<file path="src/rtl/kp_pkg.sv">
// kp_pkg: shared state type, row/column constants and column rotation for the keypad scanner.
package kp_pkg;
    typedef enum logic [1:0] {SCAN, DEBOUNCE, HELD, RELEASE} kpscan_state_t;
    localparam logic [3:0] KP_IDLE = 4'b1111;
    localparam logic [3:0] KP_COL_INIT = 4'b0111;
    // Active-low one-hot step: 0111 -> 1011 -> 1101 -> 1110 -> 0111
    function automatic logic [3:0] rot_col(input logic [3:0] c);
        return {c[0], c[3:1]};
    endfunction
endpackage

</file>
<file path="src/rtl/kpscan_if.sv">
// kpscan_if: keypad matrix pins plus the debounced key outputs shared with the decoder.
interface kpscan_if;
    logic [3:0] kpr_in;
    logic [3:0] kpc;
    logic [3:0] kpr;
    logic       key_valid;
    logic       key_press;
    modport master (input kpr_in, output kpc, kpr, key_valid, key_press);
    modport slave  (output kpr_in, input kpc, kpr, key_valid, key_press);
endinterface

</file>
<file path="src/rtl/kpsync.sv">
// kpsync: W-bit two-flop synchronizer with asynchronous active-low reset to RST_VAL.
module kpsync #(
    parameter int             W       = 4,
    parameter logic [W-1:0]   RST_VAL = '1
) (
    input  logic         clk,
    input  logic         reset_n,
    input  logic [W-1:0] d,
    output logic [W-1:0] q
);
    logic [W-1:0] s1;
    always_ff @(posedge clk or negedge reset_n) begin
        if (!reset_n) begin
            s1 <= RST_VAL;
            q  <= RST_VAL;
        end else begin
            s1 <= d;
            q  <= s1;
        end
    end
endmodule

</file>
<file path="src/rtl/kpscan.sv">
// kpscan: rotating column scanner with row synchronizer and press/release debouncer.
module kpscan
    import kp_pkg::*;
#(
    parameter int SCAN_DIV     = 50000,
    parameter int DEBOUNCE_CNT = 20
) (
    input  logic      clk,
    input  logic      reset_n,
    kpscan_if.master  bus
);
    localparam int DW = (SCAN_DIV > 1) ? $clog2(SCAN_DIV) : 1;
    localparam int CW = $clog2(DEBOUNCE_CNT + 1);
    localparam logic [DW-1:0] DIV_MAX = DW'(SCAN_DIV - 1);
    localparam logic [CW-1:0] DB_MAX  = CW'(DEBOUNCE_CNT);
    localparam logic [CW-1:0] CNT_ONE = CW'(1);

    kpscan_state_t state, state_n;
    logic [DW-1:0] div;
    logic          tick, idle;
    logic [3:0]    kpr, kpc, kpc_n, cap, cap_n;
    logic [CW-1:0] db_cnt, db_cnt_n, db_inc;
    logic          valid, valid_n, press, press_n;

    kpsync #(.W(4), .RST_VAL(KP_IDLE)) u_sync (
        .clk     (clk),
        .reset_n (reset_n),
        .d       (bus.kpr_in),
        .q       (kpr)
    );

    assign tick          = (div == DIV_MAX);
    assign idle          = (kpr == KP_IDLE);
    assign db_inc        = db_cnt + CNT_ONE;
    assign bus.kpr       = kpr;
    assign bus.kpc       = kpc;
    assign bus.key_valid = valid;
    assign bus.key_press = press;

    always_ff @(posedge clk or negedge reset_n) begin
        if (!reset_n) begin
            div    <= '0;
            state  <= SCAN;
            kpc    <= KP_COL_INIT;
            cap    <= KP_IDLE;
            db_cnt <= '0;
            valid  <= 1'b0;
            press  <= 1'b0;
        end else begin
            div    <= tick ? '0 : div + DW'(1);
            state  <= state_n;
            kpc    <= kpc_n;
            cap    <= cap_n;
            db_cnt <= db_cnt_n;
            valid  <= valid_n;
            press  <= press_n;
        end
    end

    // Every decision waits for tick so the frozen column has a full scan period to settle.
    always_comb begin
        state_n  = state;
        kpc_n    = kpc;
        cap_n    = cap;
        db_cnt_n = db_cnt;
        valid_n  = valid;
        press_n  = 1'b0;
        if (tick) begin
            case (state)
                SCAN: begin
                    if (idle) begin
                        kpc_n = rot_col(kpc);
                    end else begin
                        cap_n    = kpr;
                        db_cnt_n = CNT_ONE;
                        state_n  = (DEBOUNCE_CNT == 1) ? HELD : DEBOUNCE;
                        valid_n  = (DEBOUNCE_CNT == 1);
                        press_n  = (DEBOUNCE_CNT == 1);
                    end
                end
                DEBOUNCE: begin
                    if (kpr == cap) begin
                        db_cnt_n = db_inc;
                        if (db_inc == DB_MAX) begin
                            state_n = HELD;
                            valid_n = 1'b1;
                            press_n = 1'b1;
                        end
                    end else begin
                        state_n = SCAN;
                    end
                end
                HELD: begin
                    if (idle) begin
                        db_cnt_n = CNT_ONE;
                        state_n  = (DEBOUNCE_CNT == 1) ? SCAN : RELEASE;
                        valid_n  = (DEBOUNCE_CNT != 1);
                    end
                end
                RELEASE: begin
                    if (idle) begin
                        db_cnt_n = db_inc;
                        if (db_inc == DB_MAX) begin
                            state_n = SCAN;
                            valid_n = 1'b0;
                        end
                    end else begin
                        state_n = HELD;
                    end
                end
                default: state_n = SCAN;
            endcase
        end
    end
endmodule

</file>
<file path="src/flat_wrapper.sv">
// flat-port wrapper written by rule: the top's interface ports become plain ports
module kpscan_flat import kp_pkg::*;
#(
    parameter int SCAN_DIV     = 50000,
    parameter int DEBOUNCE_CNT = 20
)
  (clk, reset_n, bus_kpr_in, bus_kpc, bus_kpr, bus_key_valid, bus_key_press);
  kpscan_if bus_i ();
  input  logic clk;
  input  logic reset_n;
  input wire logic [$bits(bus_i.kpr_in)-1:0] bus_kpr_in;
  output wire logic [$bits(bus_i.kpc)-1:0] bus_kpc;
  output wire logic [$bits(bus_i.kpr)-1:0] bus_kpr;
  output wire logic [$bits(bus_i.key_valid)-1:0] bus_key_valid;
  output wire logic [$bits(bus_i.key_press)-1:0] bus_key_press;
  assign bus_i.kpr_in = bus_kpr_in;
  assign bus_kpc = bus_i.kpc;
  assign bus_kpr = bus_i.kpr;
  assign bus_key_valid = bus_i.key_valid;
  assign bus_key_press = bus_i.key_press;
  kpscan #(.SCAN_DIV(SCAN_DIV), .DEBOUNCE_CNT(DEBOUNCE_CNT)) u_core (.clk(clk), .reset_n(reset_n), .bus(bus_i));
endmodule
</file>
<file path="config.mk">
export PLATFORM = sky130hd
export DESIGN_NAME = kpscan_flat
export DESIGN_NICKNAME = d
export VERILOG_FILES = /design/src/rtl/kp_pkg.sv /design/src/rtl/kpscan_if.sv /design/src/rtl/kpsync.sv /design/src/rtl/kpscan.sv /design/src/flat_wrapper.sv
export SDC_FILE = /design/constraint.sdc
export NUM_CORES = 1
export LEC_CHECK = 0
export BUFFER_PORTS_ARGS = -buffer_cell sky130_fd_sc_hd__buf_2
export CORE_UTILIZATION = 41
export DETAILED_ROUTE_END_ITERATION = 12
export SLEW_MARGIN = 20
export SYNTH_ARGS = -nofsm -noshare
export SYNTH_HDL_FRONTEND = slang
export SYNTH_SLANG_ARGS = --single-unit
</file>
<file path="constraint.sdc">
create_clock -name clk -period 1.9 [get_ports clk]
set_input_delay 0.38 -clock clk [delete_from_list [all_inputs] [get_ports clk]]
set_output_delay 0.38 -clock clk [all_outputs]
set_load 0.02 [all_outputs]
</file>
Word-level counts from Yosys, hierarchy flattened

Cells that the tools add are included.

Register bits after elaboration: 41
Output and inout bits: 10
Word-level logic and storage cells: 57

$add $sub $neg: 2
Equality and inequality tests: 15
Multiplexer cells: 24
Bitwise gates (word level): 1
Reduce and logical (&&, ||, !) cells: 6

Operators by type and width:

| cell                  | count |
|---|---|
| $mux 5                | 4 |
| $pmux 5 s4            | 1 |
| $add 16x1->16 const B | 1 |
| $eq 16x16->1 const B  | 1 |
| $mux 16               | 1 |
| $mux 2                | 6 |
| $mux 1                | 10 |
| $ne 2x1->1 const B    | 5 |
| $reduce_and 5->1      | 2 |
| $pmux 2 s4            | 1 |
| $reduce_and 7->1      | 1 |
| $ne 3x3->1 const B    | 2 |
| $reduce_and 3->1      | 2 |
| $add 5x1->5 const B   | 1 |
| $eq 5x5->1 const B    | 1 |
| $eq 2x2->1 const B    | 2 |
| $eq 4x4->1            | 1 |
| $eq 4x4->1 const B    | 1 |
| $pmux 1 s4            | 1 |
| $eq 2x1->1 const B    | 1 |
| $logic_not 2->1       | 1 |
| $ne 2x2->1 const B    | 1 |
| $not 1->1             | 1 |

Longest topological paths before layout

Gate-level depths: netlist (run 1).

Word-level depth: 6
Gate-level depth with buffers: 7
Depth with buffers taken out: 6

Hierarchy

A second synthesis (run 1) with hierarchy kept.

Cells, all modules: 160
Area total of the unflattened synthesis: 1879.3 um2

Modules (own cells, without submodules):

| module | times used | cells an instance | area each (um2) |
|---|---|---|---|
| kpscan | 1          | 152               | 1669.1 |
| kpsync | 1          | 8                 | 210.2 |

Least setup slack after synthesis (run 1)

No wires, ideal clock.

Path kind: flip-flop to flip-flop
Start point: register u_core.u_sync.q[1]
End point: register u_core.valid (netlist: u_core.bus.key_valid)
Setup time: 0.128 ns
Arrival: 1.758 ns
Path slack: 0.014 ns
Stages on the path, launching flop included: 6
Buffers on the path: 0
Clock period less this slack: 1.886 ns
Path through: dfstp_2 > xor2_1 > o41ai_2 > nand4_2 > a21oi_1 > mux2_1

Word-level cells in the longest chain between the ends: 3
Elaborated cells on any way between the ends: 7
Those cells by class: 6 x eq/ne; 1 x reduce/logical

RTL lines:

| element                                                   | RTL line                   | RTL |
|---|---|---|
| from (decl)                                               | kpsync.sv:9                | `output logic [W-1:0] q` |
| from (signal assigned)                                    | kpsync.sv:15               | `q <= RST_VAL;` |
| from (signal assigned)                                    | kpsync.sv:18               | `q <= s1;` |
| $eq 4x4->1 (on tied branches)                             | kpscan.sv:33, kpscan.sv:82 |  |
| $ne 2x1->1 (no line) / $ne 2x2->1 (equally long branches) | n/a                        |  |
| $reduce_and 7->1 (no line) *                              | n/a                        |  |
| to (signal assigned)                                      | kpscan.sv:55               | `valid <= valid_n;` |
| to (decl)                                                 | kpscan.sv:23               | `logic valid, valid_n, press, press_n;` |

Every way passes the cells marked *; elsewhere a longest branch is shown, timed or not.
A chain may end at the register's enable or synchronous reset.

Final worst setup path (run 1)

Same ends and word-level chain as after synthesis.

==> metrics.txt, run 1 <==
outcome=complete, but fails checks; failing checks=setup timing; area grow syn2layout=21.2%; syn nets=169; Remaining DRCs=0; crit-path max FO=5; Port-buffer cells=15; first-pass GRT wire length=6120 microns; clock skew=0.0107 ns; Setup crit start kind=register; layout cells sized above 1=36.6%; Synth warnings=0; ys flop type=dfrtp_1; r2r worst-path depth=5; Initial Util=42.7%; Final Max Tran Viols=0; Final min period=1.92 ns; CP Cell Sequence=xor2_2, o41ai_2, nand4_2, a21oi_2, mux2_4; Netlist cell types=34; r2r endpoint=u_core.bus.key_valid$_DFFE_PN0P_; Post-Syn Area=1870 sq um; Hold Fails Final Rpt=0; Worst-Margin Slew=0.480 ns; Worst Path Required=2.08 ns; HPWL after DPL=2600 microns; vias per cell=5.31; final WL=3570 microns; Clk Latency, worst-skew pair=0.29 ns; DP Cell Count=234; setup ws final=-0.0189 ns; Die X=69.5 microns; DIE HEIGHT=69.5 microns; Max Clock Freq=521 MHz; vias=1,291; CP max stage delay=0.59 ns; unrepaired setup endpoints after global routing=yes; post-synthesis average cell area=12.0 sq um; GP Congestion=0.753; CTS hold repair buffers=0; clock buffer count from CTS=5; CTS tree=done; CTS Sinks=41; Hold Path Class=in2async; Post-synth EDFFs=0; crit-path leading delay family=compound AO/OA/AOI/OAI gates; grt ovf=0; slowest stage cell, crit path=dfstp_2; CP arrival=2.10 ns; Max-Cap Viols=0; clk slew on worst S/H paths=0.08 ns; final setup violation count=2; antenna violations before repair=0; vias in the first global route=1,348; Power Density=672 nW/um^2; Pleak=1.05 nW; CP bufs+invs=0; Die Footprint=4840 sq um; asr flop ratio synth=100%; core region area=4380 sq um; deepest clock path buffer count=2; total track usage=16.5%; R2R Setup Slk=-0.02 ns; Layout Cells excl Fill=243; Setup crit end kind=register; Crit Path Class=reg2reg; drt initial violations=61; DR WL/cell=14.7 microns; htree depth=2; nets@finish=203; largest net degree at the start of global routing=24; Syn Inst Count=156; Placement Setup Slack=-0.0103 ns; I/O Pins=16; Worst R2R Start=u_core.u_sync.q[1]$_DFF_PN1_; antenna cells=0; post-synthesis sequential area ratio=55.9%; Worst VDD drop=0.000431 V; Slew HR=67.7%; hold slack=0.0233 ns; clk root buf=clkbuf_8; post-layout util=51.7%; Rows=24; synthesized flop and latch total=41; Final Cycle Share=101%; Post-DRT Antenna Nets=0; drt pass-1 iters=4
[worst register-to-register path: stages (launching register included)]
cell and delay [ns]:
dfstp_2 0.59, xor2_2 0.10, o41ai_2 0.42, nand4_2 0.21
a21oi_2 0.18, mux2_4 0.31
[area by class of cell]
type / instances / area [sq um]
inverters: 4 / 15.0
multi-input cells: 109 / 856
flip-flops and latches: 41 / 1040
well taps: 52 / 65.1
fillers: 380 / 2120
repair buffers: 29 / 196
clock buffers: 8 / 90.1
[placed cells by master, fill, tap and decap left out, drive strengths merged, types with 3 or more instances in the layout]
| master | n |
|---|---|
| o21ai | 5 |
| nand4 | 4 |
| buf | 29 |
| nand2 | 10 |
| clkbuf | 8 |
| xor2 | 12 |
| o22a | 4 |
| nor2 | 16 |
| nand3 | 11 |
| dfrtp | 26 |
| ha | 7 |
| a21oi | 3 |
| inv | 4 |
| mux2 | 7 |
| dfstp | 15 |
| and3 | 3 |
| xnor2 | 6 |
[stage by stage]
stage | setup TNS [ns] | total power, mW | instance area [sq um]
after floorplan | 0 | 0.923 | 1870
after global placement | 0 | 0.956 | 2110
after detailed placement | -0.0103 | 0.959 | 2110
after CTS | -0.00693 | 1.54 | 2210
after global routing | -0.183 | 1.59 | 2270
final | -0.0284 | 1.52 | 2270
[synth_stat cells (4+ instances only)]
library cell,n,area [sq um]
dfrtp_1,26,651
nor2_1,16,60.1
dfstp_2,15,394
xor2_1,12,105
nand3_1,11,55.1
nand2_1,10,37.5
ha_1,7,87.6
xnor2_1,6,52.6
inv_1,4,15.0
mux2_2,4,45.0
o22a_1,4,35.0
[worst max-delay path by stage]
stage,slack (ns),startpoint,endpoint,cells past startpoint
after global placement,0.04,u_core.u_sync.q[1]$_DFF_PN1_,u_core.db_cnt[0]$_DFFE_PN0P_,5
after CTS,-0.007,u_core.u_sync.q[2]$_DFF_PN1_,u_core.db_cnt[0]$_DFFE_PN0P_,5
final,-0.02,u_core.u_sync.q[1]$_DFF_PN1_,u_core.bus.key_valid$_DFFE_PN0P_,5
after global routing,-0.07,u_core.u_sync.q[1]$_DFF_PN1_,u_core.bus.key_valid$_DFFE_PN0P_,5
after floorplan,0.01,u_core.u_sync.q[1]$_DFF_PN1_,u_core.bus.key_valid$_DFFE_PN0P_,5
after detailed placement,-0.01,u_core.u_sync.q[1]$_DFF_PN1_,u_core.db_cnt[0]$_DFFE_PN0P_,5
[what timing repair did]
action / in CTS / in global routing
setup endpoints to repair: 2 / 15
resized for setup: 0 / 12
setup buffers: 1 / 0
pin swaps: 2 / 3
[metal layers]
metal  vias up  part of all wire (%)  track usage, %
met4         0                   3.7            8.62
met1       634                    42            19.4
met5         -                     0               0
met2        29                    51            26.9
met3        14                   3.6            5.09
li1        614                     -               -
[where the power goes]
group | total, mW | internal, mW | leakage, nW | switching [mW]
clock | 0.579 | 0.296 | 0.0455 | 0.283
sequential | 0.897 | 0.889 | 0.505 | 0.00788
combinational | 0.0464 | 0.0156 | 0.503 | 0.0308
total | 1.52 | 1.20 | 1.05 | 0.322
[flip-flops by register name, indices dropped and copies added, names as in the netlist]
signal	count
u_core.div	16
u_core.u_sync.s1	4
u_core.state	2
u_core.bus.kpc	4
u_core.bus.key_valid	1
u_core.cap	4
u_core.db_cnt	5
u_core.bus.key_press	1
u_core.u_sync.q	4
[logic make-up (layout without fill, tap and decap cells)]
group,after synthesis,in the layout,share of synthesized area (%)
and+or+nand+nor,58,58,17.5
muxes,9,9,5.28
xor gates and xnor gates,18,18,8.43
adders and majority gates,7,7,4.68
buffers and inverters,6,41,1.34
DFF,41,41,55.9
AOI/OAI and AO/OA,17,17,6.89
(Power assumes the default switching activity.)
==> run 2, diff against run 1 <==
Settings changed: REMOVE_ABC_BUFFERS set to 1.
==> run 2 against run 1 <==
  * The run now ends clean
  * Worst setup slack gained 0.067 ns
  * First-iteration DRC count shrank 41%
  * Sequential share of layout area grew 0.46 points
  * Count of clock-buffer cells in the layout shrank 3
  * Fmax grew 3.6%
  * Hold slack lost 0.0044 ns
  * Core utilization shrank 0.51 points
==> metrics.txt, run 2 (same netlist as run 1, synthesis figures left out) <==
Final Max Tran Viols=0 (unchanged); post-layout util=51.2% (was 51.7%); CP bufs+invs=0 (unchanged); Worst Path Required=2.08 ns (about the same); most frequent cells in the layout=26 x dfrtp_1, 15 x nor2_1, 15 x buf_2, 15 x dfstp_2 (was 26 x dfrtp_1, 16 x nor2_1, 15 x buf_2, 15 x dfstp_2, 12 x buf_4); Crit Path Class=reg2reg (unchanged); switching part of the total power=22.9% (was 21.1%); Psw=347 uW (was 322 uW); Placement Setup Slack=0.0301 ns (was -0.0103 ns); unrepaired setup endpoints after global routing=yes (unchanged); vias per cell=5.22 (was 5.31); Slew HR=61.5% (was 67.7%); total power=1.51 mW (was 1.52 mW); Max-Cap Viols=0 (unchanged); drt initial violations=36 (was 61); antenna violations before repair=0 (unchanged); setup ws final=0.0486 ns (was -0.0189 ns); Die Footprint=4840 sq um (unchanged); outcome=completed (was complete, but fails checks); vias in the first global route=1,331 (was 1,348); drt pass-1 iters=4 (unchanged); Final min period=1.85 ns (was 1.92 ns); clock skew=0.00584 ns (was 0.0107 ns); FILL cells=387 (was 380); nets@finish=203 (unchanged); antenna cells=0 (unchanged); Int Pwr=1.16 mW (was 1.20 mW); crit-path leading delay family=multiplexers (was compound AO/OA/AOI/OAI gates); CTS hold repair buffers=0 (unchanged); Initial Util=42.7% (unchanged); CP Cell Sequence=nand4_1, mux2i_2, nand3_1, a31oi_2, mux2_1 (was xor2_2, o41ai_2, nand4_2, a21oi_2, mux2_4); CTS tree=done (unchanged); layout cells sized above 1=35.6% (was 36.6%); DR WL/cell=14.0 microns (was 14.7 microns); Hold Fails Final Rpt=0 (unchanged); Port-buffer cells=15 (unchanged); Reg with most FFs=u_core.div (unchanged); Die X=69.5 microns (unchanged); crit-path max FO=5 (unchanged); Clk pwr share=37.6% (was 38.0%); clock buffer count from CTS=5 (unchanged); clk slew on worst S/H paths=0.08 ns (about the same); Post-DRT Antenna Nets=0 (unchanged); Clk Latency, worst-skew pair=0.30 ns (was 0.29 ns); I/O Pins=16 (unchanged); Pleak=1.05 nW (about the same); slowest stage cell, crit path=dfstp_2 (unchanged); Seq pwr share=59.3% (was 58.9%); Power Density=673 nW/um^2 (was 672 nW/um^2); register area=1040 sq um (unchanged); largest net degree at the start of global routing=25 (was 24); deepest clock path buffer count=2 (unchanged); CP arrival=2.03 ns (was 2.10 ns); number of flip-flops in the largest register=16 (unchanged); final WL=3390 microns (was 3570 microns); Levels on crit path=5 (unchanged); GP Congestion=0.809 (was 0.753); Max Clock Freq=540 MHz (was 521 MHz); Remaining DRCs=0 (unchanged); CP max stage delay=0.58 ns (was 0.59 ns); Worst VDD drop=0.000599 V (was 0.000431 V); vias=1,268 (was 1,291); CTS Sinks=41 (unchanged); met2 usage=26.2% (was 26.9%); Final Cycle Share=97.4% (was 101%); M1 GR Usage=19.2% (was 19.4%); clk root buf=clkbuf_8 (unchanged); DIE HEIGHT=69.5 microns (unchanged); met3 GRT Util=3.63% (was 5.09%); hold slack=0.0188 ns (was 0.0233 ns); grt ovf=0 (unchanged); combinational group share of total power=3.1% (was 3.0%); core region area=4380 sq um (unchanged); first-pass GRT wire length=5950 microns (was 6120 microns); HPWL after DPL=2560 microns (was 2600 microns); Hold Path Class=in2async (unchanged); r2r worst-path depth=5 (unchanged); Setup crit start kind=register (unchanged); total track usage=15.9% (was 16.5%); multi-input combinational cell area=836 sq um (was 856 sq um); Worst-Margin Slew=0.572 ns (was 0.480 ns); final setup violation count=0 (was 2); commonest non-fill, non-tap cell in the layout=dfrtp_1 (unchanged); htree depth=2 (unchanged); setup TNS=0 ns (was -0.0284 ns); Setup crit end kind=register (unchanged); Rows=24 (unchanged); Regs by FF count=u_core.div x16, u_core.db_cnt x5 (unchanged); busiest metal layer after global routing=met2 (unchanged); area grow syn2layout=20.0% (was 21.2%)
==> run 2: routing by layer <==
metal	part of all wire, %	vias up	wire (microns)
li1	-	624	-
met1	46	611	1560
met2	48	23	1620
met3	3.3	10	112
met4	2.9	0	98
met5	0	-	0
==> run 2: timing repair <==
action | CTS | global route
gates resized for setup | 0 | 9
buffers inserted | 0 | 1
setup endpoints to repair | 0 | 12
==> run 2: power by group through the flow <==
stage                     Clock (mW)  Combinational, mW  Sequential [mW]
after global routing           0.620             0.0516            0.898
after CTS                      0.589             0.0459            0.897
after global placement             0             0.0446            0.912
final                          0.569             0.0463            0.897
after floorplan                    0            0.00670            0.916
after detailed placement           0             0.0458            0.912
==> run 2: cell type report <==
type                    instances  share of cell area [%]
flip-flops and latches         41                    46.5
multi-input cells             109                    37.2
repair buffers                 29                    8.75
clock buffers                   5                    3.07
well taps                      52                    2.90
clock inverters                 3                   0.836
inverters                       4                   0.669
==> run 2: worst paths after layout <==
kind / from / end / slack, ns
worst max-delay path: u_core.u_sync.q[2]$_DFF_PN1_ / u_core.state[1]$_DFFE_PN0P_ / 0.05
worst min-delay path: reset_n / u_core.div[11]$_DFF_PN0_ / 0.02
worst max register to register: u_core.u_sync.q[2]$_DFF_PN1_ / u_core.state[1]$_DFFE_PN0P_ / 0.05
worst min register to register: u_core.u_sync.s1[1]$_DFF_PN1_ / u_core.u_sync.q[1]$_DFF_PN1_ / 0.36
max in group asynchronous: reset_n / u_core.cap[1]$_DFFE_PN1P_ / 1.33
min in group clk: bus_kpr_in[0] / u_core.u_sync.s1[0]$_DFF_PN1_ / 0.18
==> run 2: stage by stage <==
stage / std cells / instance area, sq um
finish: 243 / 2240
global placement: 234 / 2110
floorplan: 154 / 1860
CTS: 242 / 2200
detailed placement: 234 / 2110
global route: 243 / 2240
==> run 3, diff against run 2 <==
--- a/config.mk
+++ b/config.mk
@@ -11,2 +11,3 @@
 export REMOVE_ABC_BUFFERS = 1
+export SETUP_SLACK_MARGIN = 0.4
 export SLEW_MARGIN = 20
@@ -14,2 +15,3 @@
 export SYNTH_HDL_FRONTEND = slang
+export SYNTH_HIERARCHICAL = 1
 export SYNTH_SLANG_ARGS = --single-unit
--- a/constraint.sdc
+++ b/constraint.sdc
@@ -3,2 +3,2 @@
 set_output_delay 0.38 -clock clk [all_outputs]
-set_load 0.02 [all_outputs]
+set_load 0.005 [all_outputs]
==> run 3 against run 2 <==
  * The run now ends with setup timing left
  * Design area up 19%
  * Hold slack better by 0.015 ns
  * Global-route usage up 2.2 points
  * Clock power down 4.2%
==> metrics.txt, run 3 <==
deepest clock path buffer count=2 (unchanged); hold slack=0.0335 ns (was 0.0188 ns); ys flop type=dfrtp_1 (unchanged); I/O Pins=16 (unchanged); clock skew=0.00410 ns (was 0.00584 ns); Worst-Margin Slew=0.472 ns (was 0.572 ns); Placement Setup Slack=-0.334 ns (was 0.0301 ns); Rows=24 (unchanged); CP max stage delay=0.57 ns (was 0.58 ns); Power Density=554 nW/um^2 (was 673 nW/um^2); commonest non-fill, non-tap cell in the layout=buf_4 (was dfrtp_1); Initial Util=42.9% (was 42.7%); final setup violation count=17 (was 0); Post-synth EDFFs=0 (unchanged); CTS tree=done (unchanged); Layout Cells excl Fill=276 (was 243); setup TNS=-1.74 ns (was 0 ns); Clk Latency, worst-skew pair=0.29 ns (was 0.30 ns); htree depth=2 (unchanged); Hold Fails Final Rpt=0 (unchanged); DP Cell Count=259 (was 234); Remaining DRCs=0 (unchanged); vias per cell=5.25 (was 5.22); clk root buf=clkbuf_8 (unchanged); Max Clock Freq=479 MHz (was 540 MHz); Area after DPL=2280 sq um (was 2110 sq um); r2r endpoint=u_core/db_cnt[4]$_DFFE_PN0P_ (was u_core.state[1]$_DFFE_PN0P_); Die Footprint=4860 sq um (was 4840 sq um); Pleak=1.22 nW (was 1.05 nW); CTS Sinks=41 (unchanged); crit-path max FO=7 (was 5); grt ovf=0 (unchanged); CP Cell Sequence=or4bb_4, nor4_4, o2111ai_2, buf_6, nand2b_4, o31ai_2 (was nand4_1, mux2i_2, nand3_1, a31oi_2, mux2_1); final WL=4060 microns (was 3390 microns); Die X=69.7 microns (was 69.5 microns); top area cells in the synthesized netlist=dfrtp_1 35%, dfstp_2 21%, xor2_1 5.6% (unchanged); post-layout util=61.0% (was 51.2%); Synth top area share=34.6% (was 34.8%); Worst Path Required=2.10 ns (was 2.08 ns); R2R Setup Slk=-0.19 ns (was 0.05 ns); Setup crit end kind=register (unchanged); Hold Path Class=in2async (unchanged); Port-buffer cells=15 (unchanged); design area=2680 sq um (was 2240 sq um); drt pass-1 iters=4 (unchanged); unrepaired setup endpoints after global routing=yes (unchanged); number of flip-flops in the largest register=16 (unchanged); CP arrival=2.29 ns (was 2.03 ns); failing checks=setup timing; post-synthesis sequential area ratio=55.6% (was 55.9%); Syn Inst Count=160 (was 156); antenna violations before repair=0 (unchanged); Final min period=2.09 ns (was 1.85 ns); area grow syn2layout=42.4% (was 20.0%); GP Congestion=0.933 (was 0.809); Final Max Tran Viols=0 (unchanged); layout cells sized above 1=54.0% (was 35.6%); asr flop ratio synth=100% (unchanged); core region area=4380 sq um (unchanged); antenna cells=0 (unchanged); slowest stage cell, crit path=or4bb_4 (was dfstp_2); most frequent cells in the layout=33 x buf_4, 26 x dfrtp_1, 15 x buf_2, 15 x dfstp_2, 12 x xor2_1 (was 26 x dfrtp_1, 15 x nor2_1, 15 x buf_2, 15 x dfstp_2); nets@finish=235 (was 203); vias in the first global route=1,626 (was 1,331); Synth warnings=6 (was 0); first-pass GRT wire length=6890 microns (was 5950 microns); Slew HR=68.2% (was 61.5%); outcome=complete, but fails checks (was completed); DIE HEIGHT=69.7 microns (was 69.5 microns); DR WL/cell=14.7 microns (was 14.0 microns); Worst VDD drop=0.000449 V (was 0.000599 V); CTS hold repair buffers=0 (unchanged); Synth top cells by count=26 x dfrtp_1, 15 x dfstp_2, 15 x nor2_1 (was 26 x dfrtp_1, 16 x nor2_1, 15 x dfstp_2); drt initial violations=78 (was 36); synthesized flop and latch total=41 (unchanged); post-synthesis average cell area=11.7 sq um (was 12.0 sq um); setup ws final=-0.188 ns (was 0.0486 ns); Final Cycle Share=110% (was 97.4%); vias=1,450 (was 1,268); total power=1.48 mW (was 1.51 mW); clk slew on worst S/H paths=0.08 ns (about the same); Reg with most FFs=u_core/div (was u_core.div); Post-Syn Area=1880 sq um (was 1870 sq um); HPWL after DPL=2900 microns (was 2560 microns); r2r worst-path depth=6 (was 5); Max-Cap Viols=0 (unchanged); Regs by FF count=u_core/div x16, u_core/db_cnt x5 (was u_core.div x16, u_core.db_cnt x5); largest net degree at the start of global routing=25 (unchanged); clock buffer count from CTS=5 (unchanged); Crit Path Class=reg2reg (unchanged); most numerous cell in the Yosys netlist=dfrtp_1 (unchanged); total track usage=18.1% (was 15.9%); Worst R2R Start=u_core/div[5]$_DFF_PN0_ (was u_core.u_sync.q[2]$_DFF_PN1_); Netlist cell types=32 (was 34); FILL cells=345 (was 387); Setup crit start kind=register (unchanged); Post-DRT Antenna Nets=0 (unchanged); leading area contributor after synthesis=dfrtp_1 (unchanged)
[run 3: cell count changes after synthesis, sizes merged, moves of 2 or more]
cell	before	now
nor4b	2	0
or4b	0	2
nor4	2	4
nand3	11	13
or4bb	0	4
buf	2	0
[run 3: critical path, delay by kind of cell (launching register included)]
kind / cells / cell delay, ns
compound gates: 2 / 0.38
buf+inv: 1 / 0.18
flops: 1 / 0.39
simple gates: 3 / 1.05
[run 3: routing by layer]
layer / vias up / wire length, microns / GRT usage [%]
met4: 0 / 102 / 10.4
met3: 11 / 87 / 3.05
met2: 22 / 2210 / 33.4
met1: 723 / 1660 / 19.3
li1: 694 / - / -
met5: - / 0 / 0
[run 3: area by class of cell]
cell class                      instances  area (sq um)  share of cell area, %
Clock buffer                            5          68.8                   2.57
Clock inverter                          3          17.5                  0.655
Inverter                                5          18.8                  0.701
Multi-Input combinational cell        113          1010                   37.6
Sequential cell                        41          1040                   39.0
Tap cell                               52          65.1                   2.43
Timing Repair Buffer                   57           454                   17.0
[run 3: timing repair]
action	in CTS	in global routing
pin swaps	4	10
gates resized for setup	12	45
endpoints found under the hold margin	0	0
cloned	0	1
endpoints found under the setup margin	29	29
setup buffers	2	6
[run 3: cells by family after synthesis]
logic type	synth area share (%)
mux	5.26
buf+inv	1.20
fa+ha+maj	3.99
simple gates	19.2
flops	55.6
xor+xnor	7.92
compound gates	6.79
[run 3: worst max-delay path by stage]
stage / endpoint / slack [ns] / startpoint
global route: u_core/db_cnt[4]$_DFFE_PN0P_ / -0.26 / u_core/div[5]$_DFF_PN0_
floorplan: u_core/bus.key_valid$_DFFE_PN0P_ / -0.49 / u_core/div[10]$_DFF_PN0_
CTS: u_core/state[1]$_DFFE_PN0P_ / -0.18 / u_core/div[7]$_DFF_PN0_
detailed placement: u_core/state[1]$_DFFE_PN0P_ / -0.33 / u_core/div[4]$_DFF_PN0_
global placement: u_core/state[1]$_DFFE_PN0P_ / -0.19 / u_core/div[4]$_DFF_PN0_
finish: u_core/db_cnt[4]$_DFFE_PN0P_ / -0.19 / u_core/div[5]$_DFF_PN0_
[run 3: power by group]
group          switching, mW  internal (mW)
clock                  0.291          0.253
sequential           0.00692          0.889
combinational         0.0264         0.0170
